`src/rtl/alu_pkg.sv`:
```
// Shared definitions for alu_sequencer: FSM states, opcode constants, flag bit indices.
// The DIV_ITER_EN build option selects the iterative divider for opcode DIV.
package alu_pkg;

  typedef enum logic [2:0] {
    IDLE,
    FETCH,
    DECODE,
    EXEC,
    DIVWAIT,
    WB,
    HALTED,
    FAULT
  } state_t;

  localparam logic [3:0] OP_ADD     = 4'h1;
  localparam logic [3:0] OP_SUB     = 4'h2;
  localparam logic [3:0] OP_DIV     = 4'h7;
  localparam logic [3:0] OP_ALU_MAX = 4'h9;
  localparam logic [3:0] OP_CMP     = 4'hA;
  localparam logic [3:0] OP_LD      = 4'hB;
  localparam logic [3:0] OP_BR      = 4'hC;
  localparam logic [3:0] OP_NOP_D   = 4'hD;
  localparam logic [3:0] OP_NOP_E   = 4'hE;
  localparam logic [3:0] OP_HALT    = 4'hF;

  localparam int unsigned FLAG_N = 2;
  localparam int unsigned FLAG_Z = 1;
  localparam int unsigned FLAG_P = 0;

  localparam logic [2:0] FLAGS_RESET = 3'b010;

  // Exactly one of n/z/p is set for any 16-bit signed value.
  function automatic logic [2:0] nzp_of(input logic [15:0] v);
    nzp_of = '0;
    if (v[15])
      nzp_of[FLAG_N] = 1'b1;
    else if (v == '0)
      nzp_of[FLAG_Z] = 1'b1;
    else
      nzp_of[FLAG_P] = 1'b1;
  endfunction

endpackage

```
`src/rtl/alu_sequencer_div_iter.sv`:
```
// 16-cycle unsigned restoring divider with a start/done handshake.
// Only instantiated by alu_sequencer when DIV_ITER_EN is defined.
module div_iter
  import alu_pkg::*;
(
  input  logic        clk,
  input  logic        rst,
  input  logic        start,
  input  logic [15:0] dividend,
  input  logic [15:0] divisor,
  output logic        done,
  output logic [15:0] quotient
);

  logic        running;
  logic [3:0]  cnt;
  logic [15:0] rem;
  logic [15:0] dvs;
  logic [16:0] rem_sh;
  logic [16:0] diff;

  // A zero divisor never borrows, so the quotient saturates to all ones.
  assign rem_sh = {rem, quotient[15]};
  assign diff   = rem_sh - {1'b0, dvs};
  assign done   = running && (cnt == 4'd15);

  always_ff @(posedge clk) begin
    if (rst) begin
      running  <= 1'b0;
      cnt      <= '0;
      rem      <= '0;
      dvs      <= '0;
      quotient <= '0;
    end else if (start && !running) begin
      running  <= 1'b1;
      cnt      <= '0;
      rem      <= '0;
      dvs      <= divisor;
      quotient <= dividend;
    end else if (running) begin
      if (!diff[16]) begin
        rem      <= diff[15:0];
        quotient <= {quotient[14:0], 1'b1};
      end else begin
        rem      <= rem_sh[15:0];
        quotient <= {quotient[14:0], 1'b0};
      end
      cnt <= cnt + 4'd1;
      if (cnt == 4'd15)
        running <= 1'b0;
    end
  end

endmodule

```
`src/rtl/alu_sequencer.sv`:
```
// Multi-cycle instruction sequencer driving an external ALU through FETCH/DECODE/EXEC/WB.
// Define DIV_ITER_EN to execute opcode DIV on the iterative divider; otherwise DIV is a NOP.
module alu_sequencer
  import alu_pkg::*;
#(
  parameter logic [15:0] RESET_IP     = 16'h0000,
  parameter int unsigned IMEM_TIMEOUT = 255
) (
  input  logic        clk,
  input  logic        rst,
  input  logic        start,
  output logic        imem_req,
  output logic [15:0] imem_addr,
  input  logic        imem_ack,
  input  logic [15:0] imem_data,
  output logic [15:0] alu_regA,
  output logic [15:0] alu_regB,
  output logic [15:0] alu_imm,
  output logic [15:0] alu_opcode,
  input  logic [15:0] alu_res,
  output logic [2:0]  flags_nzp,
  output logic [15:0] ip,
  output logic        busy,
  output logic        halted,
  output logic        fault
);

  state_t      state;
  logic [15:0] instr;
  logic [15:0] res;
  logic [15:0] regs [8];
  logic [15:0] wait_cnt;

  logic [3:0]  op;
  logic [2:0]  rd;
  logic [2:0]  rs;
  logic [15:0] imm_sext;
  logic [15:0] br_off;
  logic [15:0] ip_inc;
  logic [15:0] ip_next;
  logic        wr_en;
  logic        flag_en;
  logic [15:0] wr_data;

  assign op       = instr[15:12];
  assign rd       = instr[11:9];
  assign rs       = instr[2:0];
  assign imm_sext = {{11{instr[4]}}, instr[4:0]};
  assign br_off   = {{7{instr[8]}}, instr[8:0]};
  assign ip_inc   = ip + 16'd1;

`ifdef DIV_ITER_EN
  logic        div_start;
  logic        div_done;
  logic [15:0] div_quo;

  // Operands come from the DECODE-registered ALU drive, stable through DIVWAIT.
  assign div_start = (state == EXEC) && (op == OP_DIV);

  div_iter u_div (
    .clk      (clk),
    .rst      (rst),
    .start    (div_start),
    .dividend (alu_regA),
    .divisor  (alu_regB),
    .done     (div_done),
    .quotient (div_quo)
  );
`endif

  always_comb begin
    ip_next = ip_inc;
    if ((op == OP_BR) && ((instr[11:9] & flags_nzp) != '0))
      ip_next = ip_inc + br_off;
  end

  always_comb begin
    wr_en   = 1'b0;
    flag_en = 1'b0;
    wr_data = res;
    if ((op <= OP_ALU_MAX) && (op != OP_DIV)) begin
      wr_en   = 1'b1;
      flag_en = 1'b1;
    end
    if (op == OP_CMP)
      flag_en = 1'b1;
    if (op == OP_LD) begin
      wr_en   = 1'b1;
      wr_data = instr[8] ? alu_regB : {8'h00, instr[7:0]};
    end
`ifdef DIV_ITER_EN
    if (op == OP_DIV) begin
      wr_en   = 1'b1;
      flag_en = 1'b1;
      wr_data = div_quo;
    end
`endif
  end

  always_ff @(posedge clk) begin
    if (rst) begin
      state      <= IDLE;
      ip         <= RESET_IP;
      for (int unsigned i = 0; i < 8; i++)
        regs[i] <= '0;
      flags_nzp  <= FLAGS_RESET;
      imem_req   <= 1'b0;
      imem_addr  <= '0;
      alu_regA   <= '0;
      alu_regB   <= '0;
      alu_imm    <= '0;
      alu_opcode <= '0;
      busy       <= 1'b0;
      halted     <= 1'b0;
      fault      <= 1'b0;
      instr      <= '0;
      res        <= '0;
      wait_cnt   <= '0;
    end else begin
      case (state)
        IDLE: begin
          if (start) begin
            state     <= FETCH;
            imem_req  <= 1'b1;
            imem_addr <= ip;
            wait_cnt  <= '0;
            busy      <= 1'b1;
          end
        end
        FETCH: begin
          if (imem_ack) begin
            instr    <= imem_data;
            imem_req <= 1'b0;
            state    <= DECODE;
          end else if (wait_cnt == 16'(IMEM_TIMEOUT - 1)) begin
            imem_req <= 1'b0;
            fault    <= 1'b1;
            state    <= FAULT;
          end else begin
            wait_cnt <= wait_cnt + 16'd1;
          end
        end
        DECODE: begin
          alu_regA   <= regs[rd];
          alu_regB   <= regs[rs];
          alu_imm    <= imm_sext;
          alu_opcode <= (op == OP_CMP) ? {OP_SUB, instr[11:0]} : instr;
          state      <= EXEC;
        end
        EXEC: begin
          res <= alu_res;
`ifdef DIV_ITER_EN
          state <= (op == OP_DIV) ? DIVWAIT : WB;
`else
          state <= WB;
`endif
        end
`ifdef DIV_ITER_EN
        DIVWAIT: begin
          if (div_done)
            state <= WB;
        end
`endif
        WB: begin
          if (wr_en)
            regs[rd] <= wr_data;
          if (flag_en)
            flags_nzp <= nzp_of(wr_data);
          if (op == OP_HALT) begin
            state  <= HALTED;
            halted <= 1'b1;
            busy   <= 1'b0;
          end else begin
            state     <= FETCH;
            ip        <= ip_next;
            imem_req  <= 1'b1;
            imem_addr <= ip_next;
            wait_cnt  <= '0;
          end
        end
        HALTED: begin
          if (start) begin
            state     <= FETCH;
            halted    <= 1'b0;
            busy      <= 1'b1;
            ip        <= RESET_IP;
            imem_req  <= 1'b1;
            imem_addr <= RESET_IP;
            wait_cnt  <= '0;
          end
        end
        FAULT: begin
          state <= FAULT;
        end
        default: begin
          state <= IDLE;
        end
      endcase
    end
  end

endmodule

```
`config.mk`:
```
export PLATFORM = sky130hd
export DESIGN_NAME = alu_sequencer
export DESIGN_NICKNAME = d
export VERILOG_FILES = /design/src/rtl/alu_pkg.sv /design/src/rtl/alu_sequencer_div_iter.sv /design/src/rtl/alu_sequencer.sv
export SDC_FILE = /design/constraint.sdc
export NUM_CORES = 1
export LEC_CHECK = 0
export ABC_AREA = 1
export CAP_MARGIN = 20
export CORE_ASPECT_RATIO = 0.8
export CORE_MARGIN = 2
export CORE_UTILIZATION = 50
export CTS_CLUSTER_SIZE = 24
export DETAILED_ROUTE_END_ITERATION = 7
export GPL_TIMING_DRIVEN = 0
export PLACE_DENSITY = 0.69
export REMOVE_ABC_BUFFERS = 1
export SETUP_SLACK_MARGIN = 0.02
export SLEW_MARGIN = 20
export SYNTH_ARGS = -nofsm -noshare
export SYNTH_HDL_FRONTEND = slang
export SYNTH_SLANG_ARGS = --single-unit
```
`constraint.sdc`:
```
create_clock -name clk -period 2.9 [get_ports clk]
set_clock_uncertainty 0.05 [all_clocks]
set_input_delay 0.435 -clock clk [delete_from_list [all_inputs] [get_ports clk]]
set_output_delay 0.435 -clock clk [all_outputs]
set_load 0.005 [all_outputs]
```
# [Yosys cells after proc, flatten, opt, wreduce, memory -nomap -nowiden]
# Memories as Yosys holds them, arrays and structs flattened. A register that Yosys moved wholly into a read port is not among the register bits.
# Index checks and enable logic that the tools add are counted.
[classes] n_reduce_logical=21 n_lt_le_gt_ge=1 n_mux=44 bitwise=2 add_sub_neg=3 n_eq_ne=20
[ops] operator="$mux 16" n=11
[ops] operator="$pmux 16 s3" n=2
[ops] operator="$add 16x1->16 const B" n=2
[ops] operator="$pmux 16 s2" n=1
[ops] operator="$mux 1" n=20
[ops] operator="$pmux 3 s6" n=1
[ops] operator="$add 16x16->16" n=1
[ops] operator="$eq 16x8->1 const B" n=1
[ops] operator="$eq 4x4->1 const B" n=4
[ops] operator="$logic_not 16->1" n=1
[ops] operator="$reduce_or 16->1" n=1
[ops] operator="$mux 3" n=5
[ops] operator="$ne 2x2->1 const B" n=6
[ops] operator="$reduce_and 3->1" n=4
[ops] operator="$eq 3x3->1 const B" n=3
[ops] operator="$reduce_bool 3->1" n=3
[ops] operator="$reduce_and 4->1" n=2
[ops] operator="$eq 3x2->1 const B" n=2
[ops] operator="$reduce_and 2->1" n=3
[ops] operator="$reduce_and 5->1" n=1
[ops] operator="$le 4x4->1 const B" n=1
[ops] operator="$ne 4x3->1 const B" n=1
[ops] operator="$pmux 1 s2" n=2
[ops] operator="$reduce_bool 2->1" n=2
[ops] operator="10 further kinds" n=11
[totals] inputBits=36 ram_bits=128 output_inout_bits=103 regBits=111 wordCells=105 mem_count=1
[memory_table] memory="regs" words=8 word_bits=16 rd=2 rd_clocked_by_memory_dff=2 wr=8 line_no="alu_sequencer.sv:31" rtl="logic [15:0] regs [8];"

# [Logic depth before layout (Yosys ltp)]
# Gate-level depths: netlist (run 1).
[depth] depth_word=10 ltp_mapped=21 ltp_nobuf=21

# [Worst setup path after synthesis (run 1)]
# No wires, ideal clock.
[synth_path] path_kind="register -> register" from="reg ip[0]" to="reg ip[15]" path_slack_ns=0.384 path_buffers=0 synth_period_minus_slack_ns=2.516 setup_ns=0.132 required_ns=2.718 path_stages_with_launch=21 arrival_ns=2.334 path_cell_list="dfxtp_1 > ha_1 > nand2_1 > inv_1 > nand2_1 > nor2_1 > nand2_1 > nor2_1 > xor2_1 > inv_1 > ha_1 > nand2_1 > inv_1 > nand2_1 > nand2_1 > a21oi_1 > nand2_1 > nand3_1 > nand3_1 > nand3_1 > a21oi_1"
[synth_between] elab_chain_cells=5
[synth_lines] item="start: declaration" line_no="alu_sequencer.sv:22" rtl="output logic [15:0] ip,"
[synth_lines] item="start signal: assignment" line_no="alu_sequencer.sv:175" rtl="ip <= ip_next;"
[synth_lines] item="$add 16x1->16 *" line_no="alu_sequencer.sv:50" rtl="assign ip_inc = ip + 16'd1;"
[synth_lines] item="$add 16x16->16" line_no="alu_sequencer.sv:74" rtl="ip_next = ip_inc + br_off;"
[synth_lines] item="$mux 16 *" line_no="alu_sequencer.sv:73" rtl="if ((op == OP_BR) && ((instr[11:9] & flags_nzp) != '0))"
[synth_lines] item="$mux 16 *" line_no="alu_sequencer.sv:169" rtl="if (op == OP_HALT) begin"
[synth_lines] item="$pmux 16 s2 *" line_no="alu_sequencer.sv:120" rtl="case (state)"
# Mark *: on every way between the ends. The rest lies on a longest branch, timed or not. The select of a mux whose other input is x is not followed.
# A chain may end at the register's enable or synchronous reset.

==> results of run 1 <==
[stage by stage]
step / power [mW] / setup WS (ps) / area [µm²] / TNS [ps] / utilization [%]
final: 10.9 / 40.8 / 16600 / 0 / 61.1
after global routing: 11.3 / -84.0 / 16600 / -281 / 61.1
after CTS: 10.8 / 31.3 / 16400 / 0 / 60.4
after detailed placement: 6.98 / -1310 / 15300 / -157490 / 56.3
after global placement: 6.86 / -4630 / 15100 / -1288780 / 55.5
after floorplan: 5.83 / -615 / 13200 / -40500 / -
[routing by layer]
metal  vias to the layer above  share of wire, %
met3                       123                11
met4                         0               3.5
met2                       763                44
met5                         -                 0
met1                      6107                42
li1                       6090                 -
[cells by family after synthesis]
family | Yosys count | share of synthesized area [%]
mux | 3 | 0.218
fa+ha+maj | 24 | 2.24
buf+inv | 262 | 8.04
xor+xnor | 18 | 1.15
simple gates | 779 | 23.6
flops | 266 | 48.0
compound gates | 414 | 16.8
[sequential cells by signal (all words and copies together) (netlist names), 3 cells and up]
signal and count:
state 3, regs 128, wait_cnt 16, alu_imm 4, imem_addr 16, alu_regB 16
flags_nzp 3, instr 16, alu_regA 16, ip 16, res 16, alu_opcode 12
[repair_timing]
action,in CTS,in global routing
pin swaps,3,11
hold buffers,0,0
gates resized for setup,24,44
setup endpoints to repair,207,44
buffers inserted,3,3
cloned,1,1
[layout make-up]
type                       instances  share of cell area [%]
tap                              364                    2.74
sequential                       266                    40.0
clock inverter                    16                    1.21
multi-input combinational       1240                    38.0
timing repair buffer             152                    9.68
clock buffer                      36                    4.80
inverter                         157                    3.64
[power breakdown]
part	total, mW	leakage, nW	internal (mW)	switching (mW)
logic	2.47	3.33	0.950	1.52
clock network	3.89	0.484	2.30	1.59
registers	4.55	2.45	4.23	0.325
total	10.9	6.26	7.48	3.44
[final timing paths]
check             startpoint         end  slack, ps  depth (start not counted)
setup / recovery   instr[10]  regs[6][7]         40                          4
hold / removal           rst      ip[13]        270                          2
setup reg to reg   instr[10]  regs[6][7]         40                          4
hold reg to reg      res[15]     res[15]        410                          2
[layout by cell type, fill, tap and decap left out, drive strengths merged, types with 14 or more instances in the layout]
cell type      count
edfxtp           128
nor3              15
o21ai            181
nor2             315
clkdlybuf4s50    137
dfxtp            138
inv              145
nand2            321
a21oi            163
nand4             14
nand3            107
clkbuf            36
ha                23
buf               15
clkinv            18
a221oi            17
==> out/metrics.yaml, run 1 <==
status: "finished, final reports clean"
overflow: 0
numCtsBuffers: 28
die_w_um: 189
ys_ff_latch: 266
fillers: 2403
cp_top_family: "simple AND/OR/NAND/NOR gates"
via_count: 13100
startpoint_type: "register"
drt_wl_total_mm: 44.3
crit_top_cell: "nand2_2"
rows: 54
initial_core_util_pct: 50.6
insertion_delay_ps: 550
syn_inst: 1766
cap_violations: 0
critPathCaptureType: "register"
dieArea_mm2: 0.0289
met3_usage_pct: 4.65
drtAntennaViolNets: 0
drc: 0
ys_seq_area_share_pct: 48.0
multi_input_area_mm2: 0.00630
tightest_slew_ps: 973
relSlewSlack_pct: 35.0
grt_pass1_wl_mm: 67.1
drive_gt1_share_pct: 9.48
p_per_area_mw_per_mm2: 658
core_area_mm2: 0.0272
drv_slew: 0
rsz0062_at_grt: "true"
drt-pass1-iter-count: 6
busiest_layer: "met2"
p_leak_nw: 6.26
cpPeakStageDelay_ps: 650
crit_type: "register to register"
hpwl_mm: 27.6
cp.arrival_ps: 3020
async_flop_share_pct: 0
port_buffers: 138
cp.required_ps: 3060
wl_per_cell_um: 19.9
synth-main-ff-cell: "dfxtp_1"
antenna_found_initial: 0
synth_edf_count: 128
htreeDepth: 1
yosys.area.top_type: "edfxtp_1"
syn_area_mm2: 0.0138
layout.nets: 1905
syn_to_final_growth_pct: 20.6
min_period_over_period_pct: 98.6
cts_tree: "yes"
critPathBufInv: 1
seq_area_mm2: 0.00663
path_cells: "nand2_2 -> clkinv_2 -> nand2_2 -> nand2_4"
netlist.area_leader.share_pct: 27.9
place_inst: 2171
fmax_mhz: 350
clock_path_buffers: 3
grt_pass1_vias: 11900
crit_fanout: 26
die_y_um: 152
ios: 139
yosys-top-cells-count: "nand2_1, nor2_1, o21ai_0"
vias_per_cell: 5.86
path_clk_slew_ps: 60
synth_area_leaders: "edfxtp_1, dfxtp_1, nand2_1"
clock-sinks: 266
min_path_type: "input pin to register"
avgSynthCellArea_um2: 7.79
grt_use_met2_pct: 45.4
finalNonFillerCells: 2231
place_congestion: 0.886
met1_usage_pct: 43.0
first_iter_violations: 1529
min_period_ps: 2860
yosys.cell_types.count: 53
fin_hold_ws_ps: 273
setup_viol: 0
ys_warn_count: 0
peakVddDrop_mv: 0.531
grt_use_total_pct: 29.7
cts_root_buf: "clkbuf_16"
synth.most_common_cell: "nand2_1"
hold_viol: 0
num_antenna_cells: 0
cp_slowest_cell: "dfxtp_1"
grt_start_max_net_pins: 70
(Power assumes the default switching activity.)
==> inputs of run 2 (changes only) <==
--- a/config.mk
+++ b/config.mk
@@ -19,4 +19,5 @@
 export SLEW_MARGIN = 20
 export SYNTH_ARGS = -nofsm -noshare
 export SYNTH_HDL_FRONTEND = slang
+export SYNTH_HIERARCHICAL = 1
 export SYNTH_SLANG_ARGS = --single-unit
==> results of run 2 <==
The final DEF is identical to that of run 1; final timing and power are the same.
Among the figures that moved: Yosys warning count 0 -> 6
==> inputs of run 3 (changes only) <==
--- a/config.mk
+++ b/config.mk
@@ -12,7 +12,7 @@
 export CORE_UTILIZATION = 50
 export CTS_CLUSTER_SIZE = 24
 export DETAILED_ROUTE_END_ITERATION = 7
-export GPL_TIMING_DRIVEN = 0
+export GPL_TIMING_DRIVEN = 1
 export PLACE_DENSITY = 0.69
 export REMOVE_ABC_BUFFERS = 1
 export SETUP_SLACK_MARGIN = 0.02
==> out/metrics.yaml, run 3 <==
grt_use_total_pct: 30.5  # +0.83 points
ys_ff_latch: 266  # unchanged
cp.required_ps: 3240  # +180 ps
drtAntennaViolNets: 0  # unchanged
syn_inst: 1766  # unchanged
die_w_um: 189  # unchanged
cts_tree: "yes"
overflow: 0  # unchanged
setup.reg_to_reg.worst_slack_ps: 140  # +100 ps
min_period_over_period_pct: 95.1  # -3.5 points
startpoint_type: "register"
most-common-layout-cells: "nand2_1, nor2_1, o21ai_0"
ctsHoldBuffers: 0  # unchanged
r2r-end: "ip[14]"
fmax_mhz: 363  # +3.7%
numCtsBuffers: 28  # unchanged
core_area_mm2: 0.0272  # unchanged
htreeDepth: 1  # unchanged
clock_path_buffers: 3  # unchanged
synth.most_common_cell: "nand2_1"
peakVddDrop_mv: 0.422  # -20%
status: "finished, final reports clean"
final_area_mm2: 0.0166  # -0.20%
relSlewSlack_pct: 45.5  # +11 points
grt_pass1_vias: 12400  # +4.0%
rows: 54  # unchanged
layout_commonest_cell: "nand2_1"
hold_viol: 0  # unchanged
yosys.cell_types.count: 53  # unchanged
p_per_area_mw_per_mm2: 625  # -5.0%
fin_util_pct: 61.0  # -0.12 points
ys_warn_count: 6
first_iter_violations: 1444  # -5.6%
finalNonFillerCells: 2281  # +2.2%
antenna_found_initial: 0  # unchanged
vias_per_cell: 5.79  # -1.3%
drive_gt1_share_pct: 9.55  # +0.071 points
dpl_cell_area_mm2: 0.0156  # +2.0%
drt_wl_total_mm: 44.5  # +0.32%
dieArea_mm2: 0.0289  # unchanged
critPathLaunch: "ip[1]"
crit_fanout: 5  # -81%
syn_area_mm2: 0.0138  # unchanged
drt-pass1-iter-count: 7  # +1
place_congestion: 0.902  # +1.9%
syn_to_final_growth_pct: 20.4
min_path_type: "register to register"
p_leak_nw: 6.41  # +2.3%
place_inst: 2226  # +2.5%
path_clk_slew_ps: 60  # about the same
yosys-top-cells-count: "nand2_1, nor2_1, o21ai_0"
tightest_slew_ps: 817  # -156 ps
rsz0062_at_grt: "true"
synth-main-ff-cell: "dfxtp_1"
largest_reg_flops: 128  # unchanged
clock-sinks: 266  # unchanged
reg2reg_from: "ip[1]"
cap_violations: 0  # unchanged
hpwl_mm: 29.6  # +7.3%
layout.nets: 1954  # +2.6%
regMostFlops: "regs"
fin_hold_ws_ps: 403  # +130 ps
wl_per_cell_um: 19.5  # -1.9%
initial_core_util_pct: 50.6  # unchanged
netlist.area_leader.share_pct: 27.9  # unchanged
setup_viol: 0  # unchanged
via_count: 13200  # +0.91%
cts_root_buf: "clkbuf_16"
yosys.area.top_type: "edfxtp_1"
grt_pass1_wl_mm: 69.4  # +3.5%
rr_worst_depth: 16  # +12
drc: 0  # unchanged
ios: 139  # unchanged
power_mw: 10.3  # -5.2%
ys_seq_area_share_pct: 48.0  # unchanged
min_period_ps: 2760  # -101 ps
avgSynthCellArea_um2: 7.79  # unchanged
async_flop_share_pct: 0  # unchanged
port_buffers: 138  # unchanged
critPathCaptureType: "register"
crit_path_end: "ip[14]"
cp.arrival_ps: 3100  # +80 ps
crit_type: "register to register"
die_y_um: 152  # unchanged
synth_edf_count: 128  # unchanged
grt_start_max_net_pins: 70  # unchanged
synth_area_leaders: "edfxtp_1, dfxtp_1, nand2_1"
drv_slew: 0  # unchanged
insertion_delay_ps: 540  # about the same
run 3: cell counts after synthesis:
Identical to the previous run, type by type.
run 3: how the worst min path moves through the flow:
stage            start    endpoint  depth (start not counted)
6_report       res[15]     res[15]                          2
3_3_place_gp     fault       fault                          2
3_5_place_dp   res[15]     res[15]                          2
5_1_grt            rst  regs[1][8]                          3
2_1_floorplan  res[15]     res[15]                          2
4_1_cts            rst  regs[1][8]                          3
run 3: metal layers:
layer | wire (µm) | track usage [%] | vias to the layer above
met5 | 0 | 0 | -
met4 | 1440 | 10.4 | 0
met3 | 4810 | 5.41 | 104
met2 | 19000 | 45.3 | 747
met1 | 19200 | 45.1 | 6180
li1 | - | - | 6171
run 3: area by class of cell:
cell class              count  area, µm²
diodes                      1       2.50
clock buffers              42        777
repair buffers            203       1930
clock inverters            10       42.5
well taps                 364        455
flip-flops and latches    266       6620
multi-input cells        1238       6150
inverters                 157        589
fillers                  2485      10600
run 3: logic make-up after synthesis:
family                   after synthesis  synth area share, %
AO/OA/AOI/OAI                        414                 16.8
multiplexers                           3                0.218
flip-flops                           266                 48.0
XOR/XNOR                              18                 1.15
adder cells (fa/ha/maj)               24                 2.24
AND/OR/NAND/NOR                      779                 23.6
buffers and inverters                262                 8.04
run 3: power by group:
part           switching (mW)  internal, mW
Clock                    1.47          1.84
Sequential              0.237          4.23
Combinational            1.60         0.979
Total                    3.30          7.04
run 3: critical path: stages (launching register included):
cell	delay, ps
dfxtp_1	330
buf_4	130
nand2_1	60
nor2_2	150
nand2_1	110
nor3_1	190
nand2_1	140
xor2_1	200
inv_1	80
ha_2	380
inv_1	80
nor3_2	210
nand3_1	150
nand3_1	110
nand3_1	100
nand3_1	80
a21oi_1	60
run 3: timing repair:
action,4_1_cts,5_1_grt
setup endpoints to repair,6,14
pin swaps,0,3
buffers inserted,0,2
gates resized for setup,2,30
run 3: through the flow:
| step | setup TNS [ps] | setup slack, ps |
|---|---|---|
| after floorplan | -40500 | -615 |
| after global placement | 0 | 65.3 |
| after detailed placement | -57.5 | -36.6 |
| after CTS | 0 | 23.5 |
| after global routing | -220 | -64.9 |
| final | 0 | 142 |
